==> src/rtl/rvh_l1d_pkg.sv <==
// Shared L1D definitions: MSHR sizing, index/vector types and a one-hot decode helper.
package rvh_l1d_pkg;

    localparam int N_MSHR    = 8;
    localparam int MSHR_ID_W = $clog2(N_MSHR);

    typedef logic [MSHR_ID_W-1:0] mshr_id_t;
    typedef logic [N_MSHR-1:0]    mshr_vec_t;

    // Widest one-hot vector the decode helper accepts; callers zero-extend.
    localparam int OH_MAX_W = 64;

    // One-hot to binary. OR-ing the indices of set bits is exact for a one-hot
    // input and yields 0 for an all-zero input, which is what the full case wants.
    function automatic logic [31:0] oh_to_bin(input logic [OH_MAX_W-1:0] oh);
        logic [31:0] idx;
        idx = '0;
        for (int i = 0; i < OH_MAX_W; i++) begin
            if (oh[i]) begin
                idx = idx | 32'(i);
            end
        end
        return idx;
    endfunction

endpackage

==> src/rtl/one_hot_priority_encoder.sv <==
// Lowest-index-wins priority select: returns a one-hot (or zero) grant vector.
module one_hot_priority_encoder #(
    parameter int SEL_WIDTH = 8
) (
    input  logic [SEL_WIDTH-1:0] req_i,
    output logic [SEL_WIDTH-1:0] gnt_o,
    output logic                 any_o
);

    // seen[k] is high when any request at index 0..k is set.
    logic [SEL_WIDTH-1:0] seen;

    assign seen[0]  = req_i[0];
    assign gnt_o[0] = req_i[0];

    genvar gi;
    generate
        for (gi = 1; gi < SEL_WIDTH; gi++) begin : g_sel
            assign gnt_o[gi] = req_i[gi] & ~seen[gi-1];
            assign seen[gi]  = seen[gi-1] | req_i[gi];
        end
    endgenerate

    assign any_o = seen[SEL_WIDTH-1];

endmodule

==> src/rtl/rvh_l1d_mshr_alloc.sv <==
// MSHR allocation / free-list tracker: grants the lowest free entry, retires
// entries on dealloc, and exports occupancy status for back-pressure.
module rvh_l1d_mshr_alloc #(
    parameter int N_MSHR       = 8,
    parameter int ID_W         = $clog2(N_MSHR),
    parameter int AFULL_THRESH = N_MSHR - 2
) (
    input  logic              clk,
    input  logic              rst_n,
    input  logic              alloc_vld_i,
    output logic              alloc_rdy_o,
    output logic [ID_W-1:0]   alloc_id_o,
    output logic [N_MSHR-1:0] alloc_oh_o,
    input  logic              dealloc_vld_i,
    input  logic [ID_W-1:0]   dealloc_id_i,
    input  logic              flush_i,
    output logic [N_MSHR-1:0] entry_vld_o,
    output logic [ID_W:0]     free_cnt_o,
    output logic              full_o,
    output logic              empty_o,
    output logic              almost_full_o,
    output logic              err_dealloc_o
);

    import rvh_l1d_pkg::*;

    localparam int CNT_W = ID_W + 1;

    logic [N_MSHR-1:0] entry_vld_q, entry_vld_d;
    logic [CNT_W-1:0]  free_cnt_q,  free_cnt_d;
    logic              err_q,       err_d;

    logic [N_MSHR-1:0] alloc_oh;
    logic              alloc_any;
    logic              alloc_fire;
    logic              dealloc_hit;
    logic              dealloc_bad;

    // Free-entry select is purely from registered state: zero-cycle grant and
    // no bypass of an entry being freed in the same cycle.
    one_hot_priority_encoder #(
        .SEL_WIDTH (N_MSHR)
    ) u_free_sel (
        .req_i (~entry_vld_q),
        .gnt_o (alloc_oh),
        .any_o (alloc_any)
    );

    assign alloc_oh_o  = alloc_oh;
    assign alloc_rdy_o = alloc_any;
    assign alloc_id_o  = ID_W'(oh_to_bin(OH_MAX_W'(alloc_oh)));

    assign alloc_fire  = alloc_vld_i & alloc_any;
    assign dealloc_hit = dealloc_vld_i &  entry_vld_q[dealloc_id_i];
    assign dealloc_bad = dealloc_vld_i & ~entry_vld_q[dealloc_id_i];

    // Next-state: flush wins over alloc/dealloc; illegal deallocs never touch the count.
    always_comb begin
        entry_vld_d = entry_vld_q;
        free_cnt_d  = free_cnt_q;
        err_d       = err_q | dealloc_bad;
        if (flush_i) begin
            entry_vld_d = '0;
            free_cnt_d  = CNT_W'(N_MSHR);
        end else begin
            if (alloc_fire) begin
                entry_vld_d = entry_vld_d | alloc_oh;
            end
            if (dealloc_hit) begin
                entry_vld_d[dealloc_id_i] = 1'b0;
            end
            free_cnt_d = free_cnt_q - CNT_W'(alloc_fire) + CNT_W'(dealloc_hit);
        end
    end

    // State registers with asynchronous active-low reset.
    always_ff @(posedge clk or negedge rst_n) begin
        if (!rst_n) begin
            entry_vld_q <= '0;
            free_cnt_q  <= CNT_W'(N_MSHR);
            err_q       <= 1'b0;
        end else begin
            entry_vld_q <= entry_vld_d;
            free_cnt_q  <= free_cnt_d;
            err_q       <= err_d;
        end
    end

    assign entry_vld_o   = entry_vld_q;
    assign free_cnt_o    = free_cnt_q;
    assign full_o        = (free_cnt_q == '0);
    assign empty_o       = (free_cnt_q == CNT_W'(N_MSHR));
    assign almost_full_o = (free_cnt_q <= CNT_W'(AFULL_THRESH));
    assign err_dealloc_o = err_q;

    // The counter must always agree with the valid vector.
    a_cnt_matches_vec: assert property (@(posedge clk) disable iff (!rst_n)
        free_cnt_q == CNT_W'(N_MSHR) - CNT_W'($countones(entry_vld_q)));

    // The grant is one-hot, or zero when no entry is free.
    a_grant_onehot0: assert property (@(posedge clk) disable iff (!rst_n)
        $onehot0(alloc_oh));

endmodule

==> config.mk <==
export PLATFORM = sky130hd
export DESIGN_NAME = rvh_l1d_mshr_alloc
export DESIGN_NICKNAME = d
export VERILOG_FILES = /design/src/rtl/rvh_l1d_pkg.sv /design/src/rtl/one_hot_priority_encoder.sv /design/src/rtl/rvh_l1d_mshr_alloc.sv
export SDC_FILE = /design/constraint.sdc
export NUM_CORES = 1
export LEC_CHECK = 0
export ABC_AREA = 1
export BUFFER_PORTS_ARGS = -buffer_cell sky130_fd_sc_hd__buf_2
export CAP_MARGIN = 20
export CORE_MARGIN = 2
export CORE_UTILIZATION = 40
export CTS_CLUSTER_DIAMETER = 80
export DETAILED_ROUTE_END_ITERATION = 7
export HOLD_SLACK_MARGIN = 0.05
export PLACE_DENSITY = 0.66
export SLEW_MARGIN = 0
export SYNTH_ARGS = -nofsm -noshare
export SYNTH_HDL_FRONTEND = slang
export SYNTH_SLANG_ARGS = --single-unit
export TNS_END_PERCENT = 20
==> constraint.sdc <==
create_clock -name clk -period 2.5 [get_ports clk]
set_input_delay 0.5 -clock clk [delete_from_list [all_inputs] [get_ports clk]]
set_output_delay 0.5 -clock clk [all_outputs]
set_load 0.03 [all_outputs]
[Word-level counts from Yosys, hierarchy flattened]
Cells that the tools add are included.
Cells by class
  add/sub/neg operators: 2
  order comparisons: 3
  eq/ne operators: 1
  mux-type cells: 16
  bitwise gates (word level): 30
  reduce and logical (&&, ||, !) cells: 2
Operators with widths (number)
  two-way mux 8 bit: 4
  NOT 8 bit: 2
  two-way mux 3 bit: 4
  bitwise AND 1 bit: 10
  bitwise AND 8 bit: 1
  NOT 1 bit: 8
  OR 1 bit: 8
  OR 8 bit: 1
  adder 4 x 1 -> 4 bit: 1
  equality test 4 bit (second input constant): 1
  less-or-equal comparator 4 x 3 -> 1 bit (second input constant): 1
  logical NOT 4 bit: 1
  < comparator 3 x 4 -> 1 bit (second input constant): 1
  two-way mux 2 bit: 2
  two-way mux 4 bit: 1
  subtractor 4 x 1 -> 4 bit: 1
  binary-select mux 1 bit (select 3 bit): 1
  demux 1 bit (select 3 bit): 1
  greater-or-equal comparator 3 x 1 -> 1 bit (second input constant): 1
  two-way mux 1 bit: 3
  logical AND 1 bit: 1
Word-level totals
  bits in registers: 13
  bits of input ports: 8
  output and inout bits: 28
  logic and storage cells: 57

[Logic depth before layout (Yosys ltp)]
  depth after elaboration: 15
  gate-level depth with buffers: 16
  gate-level depth less buffers: 15

[Cells and area by module]
A second synthesis with hierarchy kept.
Second synthesis, totals
  cell total of the unflattened synthesis: 160
  area total of the unflattened synthesis: 1186.1 um^2
Modules (own cells, without submodules)
  rvh_l1d_mshr_alloc: times used 1, cells each 139, area an instance 1073.5 um^2, sequential area each 326.6 um^2
  one_hot_priority_encoder: times used 1, cells each 21, area an instance 112.6 um^2, sequential area each 0.0 um^2

[Worst setup path after synthesis]
OpenSTA, ideal clock, no wires.
  path type: flip-flop to flip-flop
  start: register entry_vld_q[2], in the netlist entry_vld_o[2]
  end: register free_cnt_q[3], in the netlist free_cnt_o[3]
  library setup time: 0.084 ns
  arrival: 2.485 ns
  setup slack: -0.069 ns
  stages on the path, launching flop included: 13
  cells stage by stage: dfrtp_1 nand4_2 nor2_4 nand4_4 nand2_4 inv_2 ha_1 inv_1 ha_1 a21o_1 a21oi_1 xor2_1 or2_2
Between the ends
  cells in the longest elaborated chain, start to end: 11
  elaborated cells on any way between the ends: 14
  classes of those cells: 2 x add/sub; 3 x mux; 9 x bitwise
RTL lines
  start: declaration: line rvh_l1d_mshr_alloc.sv:29  | logic [N_MSHR-1:0] entry_vld_q, entry_vld_d;
  start signal: assignment: line rvh_l1d_mshr_alloc.sv:83  | entry_vld_q <= entry_vld_d;
  NOT 8 bit: line rvh_l1d_mshr_alloc.sv:44  | .req_i (~entry_vld_q),
  OR 1 bit (6 in a row): line one_hot_priority_encoder.sv:20  | assign seen[gi] = seen[gi-1] | req_i[gi];
  via alloc_rdy_o: line rvh_l1d_mshr_alloc.sv:11  | output logic alloc_rdy_o,
  bitwise AND 1 bit: line rvh_l1d_mshr_alloc.sv:53  | assign alloc_fire = alloc_vld_i & alloc_any;
  subtractor 4 x 1 -> 4 bit: line rvh_l1d_mshr_alloc.sv:72  | free_cnt_d = free_cnt_q - CNT_W'(alloc_fire) + CNT_W'(dealloc_hit);
  adder 4 x 1 -> 4 bit: line rvh_l1d_mshr_alloc.sv:72
  two-way mux 4 bit: line rvh_l1d_mshr_alloc.sv:62  | if (flush_i) begin
  via free_cnt_d[3]: line rvh_l1d_mshr_alloc.sv:30  | logic [CNT_W-1:0] free_cnt_q, free_cnt_d;
  end signal: assignment: line rvh_l1d_mshr_alloc.sv:80  | free_cnt_q <= CNT_W'(N_MSHR);
  end signal: assignment: line rvh_l1d_mshr_alloc.sv:84  | free_cnt_q <= free_cnt_d;
  end: declaration: line rvh_l1d_mshr_alloc.sv:30
The timed path passes the listed nets, and every way through them passes these cells. The select of a mux whose other input is x is not followed.

[Worst setup path after layout]
  start: register entry_vld_q[0], in the netlist entry_vld_o[0]
  end: register free_cnt_q[3], in the netlist free_cnt_o[3]
Between the ends
  cells in the longest elaborated chain, start to end: 12
  elaborated cells on any way between the ends: 15
  classes of those cells: 2 x add/sub; 3 x mux; 10 x bitwise
RTL lines (line)
  NOT 8 bit: rvh_l1d_mshr_alloc.sv:44
  OR 1 bit (7 in a row): one_hot_priority_encoder.sv:20
  bitwise AND 1 bit: rvh_l1d_mshr_alloc.sv:53
  subtractor 4 x 1 -> 4 bit: rvh_l1d_mshr_alloc.sv:72
  adder 4 x 1 -> 4 bit (*): rvh_l1d_mshr_alloc.sv:72
  two-way mux 4 bit (*): rvh_l1d_mshr_alloc.sv:62
  via free_cnt_d[3]: rvh_l1d_mshr_alloc.sv:30
Mark *: on every way through the listed nets, which the timed path passes. The rest lies on a longest branch. The select of a mux whose other input is x is not followed.

==> flow_summary_export.csv <==
group,metric,value,unit
status,status,"complete, no violations",
cts,clkSinkCount,13,
routing,routed-wl-met3,127,um
routing,vias,1086,
cells_and_area,fin_nets,208,
sta,setup_violations,0,
routing,top_layer_used,"met4",
setup_path,end_kind,"flip-flop",
place,dpl.hpwl,2010,um
yosys,yosys_warnings,0,
sta,fin_ws,0.163,ns
cts,clk_latency,0.29,ns
cts,clockBufferDepth,2,
sta,finalMaxSlewViolations,0,
floorplan,rows,18,
setup_path,crit_arrival,2.56,ns
grt,grt_pass1_wl,4260,um
sta,fin_setup_tns,0,ns
sta,finalCriticalPeriod,2.34,ns
cts,cts.repair.resized,0,
setup_path,crit_family,"simple AND/OR/NAND/NOR gates",
cts,clock-root-buffer,"clkbuf_4",
cts,cts_made_buffers,3,
place,place_congestion,0.850,
cts,cts.clk_slew.worst_paths,0.09,ns
cells_and_area,drive_above_1_share,31.4,%
setup_path,crit_path_cell_trace,"nand4_2 > nor2_4 > nand4_4 > nand2_4 > inv_2 > ha_1 > inv_1 > ha_1 > a21o_1 > a21oi_1 > xor2_1 > or2_2",
grt,grt_use_total,16.9,%
cells_and_area,syn_to_final_growth,22.7,%
floorplan,die-area,3110,um^2
grt,antenna_found_initial,0,
yosys,synthesis.nets,165,
cells_and_area,antenna_cells,0,
grt,grt_max_degree,14,
floorplan,die_width,55.7,um
grt,overflow,0,
routing,wire_per_inst,11.3,um
routing,wl_met1,1190,um
routing,drcViolationCount,0,
floorplan,core,2500,um^2
yosys,yosysSeqAreaShare,30.5,%
sta,finalHoldViolations,0,
sta,rsz0062_at_grt,"no",
place,place_ws,0.0130,ns
yosys,synth-seq-cells,13,
sta,fin_crit_sh,93.5,%
routing,via_per_inst,4.91,
power_and_ir_drop,p_leak,0.789,nW
cts,htree_levels,1,
job,maxCapViolations,0,
yosys,syn_area,1070,um^2
setup_path,critPathMostFrequentCell,"ha_1",
power_and_ir_drop,ir_drop,0.416,mV
routing,met2_wirelength,1150,um
setup_path,worstPathRequired,2.72,ns
yosys,avgSynthCellArea,7.19,um^2
power_and_ir_drop,cellPowerDensity,620,nW/um^2
sta,fmax,428,MHz
sta,slew_headroom,80.4,%
setup_path,slowest_delay,0.42,ns
setup_path,crit_type,"reg2reg",
routing,first_pass_iters,5,
sta,fin_worst_skew,0.00744,ns
routing,antenna_left,0,
yosys,yosysUniqueCellTypes,28,
setup_path,cp_num_buf_inv,2,
setup_path,cp_max_fo,6,
floorplan,pin_count,36,
place,portBuffers,35,
floorplan,fp.dieH,55.7,um
cells_and_area,postLayoutCellArea,1310,um^2
yosys,syn-instance-count,149,
sta,holdWs,0.0826,ns
sta,worst_pin_slew,0.295,ns
place,place_area,1250,um^2
grt,grt_pass1_vias,948,
setup_path,cp_slowest_cell,"dfrtp_2",
worst_hold_path,hp-class,"in2async",
cts,cts_tree,"done",
floorplan,start_util,42.8,%
setup_path,cp-start-kind,"flip-flop",
routing,drtIter0Drc,12,
routing,drt_wl_total,2510,um
-- routing by layer --
| metal | vias to the layer above | global-route usage (%) |
|---|---|---|
| li1 | 556 | - |
| met5 | - | 0 |
| met4 | 0 | 5.23 |
| met1 | 495 | 22.6 |
| met2 | 30 | 27.9 |
| met3 | 5 | 3.02 |
-- final cells by class --
class / count / area (um^2)
timing repair buffer: 40 / 213
tap: 30 / 37.5
inverter: 25 / 93.8
sequential: 13 / 332
clock inverter: 1 / 5.00
clock buffer: 3 / 22.5
fill: 240 / 1190
multi-input combinational: 109 / 611
-- metrics by stage --
stage / cells / util (%) / total power [mW]
final: 221 / 52.6 / 0.814
after global placement: 212 / 49.9 / 0.662
after detailed placement: 212 / 49.9 / 0.685
after CTS: 216 / 51.1 / 0.816
after global routing: 221 / 52.6 / 0.875
after floorplan: 149 / - / 0.575
-- path summary, 6_finish.rpt --
check	from	to	slack, ns	cells past startpoint
max in group asynchronous	rst_n	free_cnt_o[3]	2.14	1
worst max register to register	entry_vld_o[0]	free_cnt_o[3]	0.16	12
min in group clk	flush_i	free_cnt_o[0]	0.44	2
worst max-delay path	entry_vld_o[0]	free_cnt_o[3]	0.16	12
worst min register to register	err_dealloc_o	err_dealloc_o	0.48	1
worst min-delay path	rst_n	err_dealloc_o	0.08	1
-- Yosys cell counts --
master      n  area, um^2
nor2_1     25        93.8
a31oi_1     2        12.5
o21ai_0     6        30.0
or2_2       1        6.26
nand2_4     1        11.3
nand4_4     1        21.3
nand4_2     1        12.5
nor3_1      1        5.00
nor3b_1     2        15.0
fa_1        1        20.0
nand3b_1    2        15.0
ha_1        7        87.6
bufbuf_16   1        32.5
xnor2_1     1        8.76
nand3_1    10        50.1
xor2_1      1        8.76
buf_4       1        7.51
nand2_1    34         128
dfrtp_1    12         300
a21o_1      1        7.51
a21oi_1     4        20.0
nor2_4      1        11.3
a31o_2      1        8.76
nand4_1     4        25.0
nand2_2     2        12.5
inv_2       3        11.3
dfstp_2     1        26.3
inv_1      22        82.6
-- logic make-up after synthesis --
kind of cell / after synthesis / synth area share, %
AND/OR/NAND/NOR: 85 / 38.0
flip-flops: 13 / 30.5
adder cells (fa/ha/maj): 8 / 10.0
XOR/XNOR: 2 / 1.64
AO/OA/AOI/OAI: 14 / 7.36
buffers and inverters: 27 / 12.5
-- registers in the layout, summed over array words and instances, names as in the netlist --
register	cells
entry_vld_o	8
free_cnt_o	4
err_dealloc_o	1
-- worst register-to-register path: cells and delay by family (launching register included) --
family                   cells  cell delay, ns
flip-flops                   1            0.42
XOR/XNOR                     1            0.08
buffers and inverters        2            0.10
AO/OA/AOI/OAI                2            0.33
AND/OR/NAND/NOR              5            0.88
adder cells (fa/ha/maj)      2            0.47
-- cell usage in the layout, fill, tap and decap left out, drive strengths merged, types with 4 or more instances in the layout --
cell type	instances
buf	40
nand4	6
dfrtp	12
ha	7
nand3	10
a21oi	4
o21ai	6
nand2	37
nor2	26
inv	25
-- power by group --
group | switching, mW | internal (mW)
Sequential | 0.0338 | 0.244
Clock | 0.0740 | 0.0595
Combinational | 0.260 | 0.143
Total | 0.368 | 0.446
-- timing repair --
item                                    in CTS  in global routing
endpoints found under the setup margin       0                  2
endpoints found under the hold margin        0                  0
hold buffers                                 0                  0
setup buffers                                0                  5
Note: power is estimated with default switching activity, not from simulation.
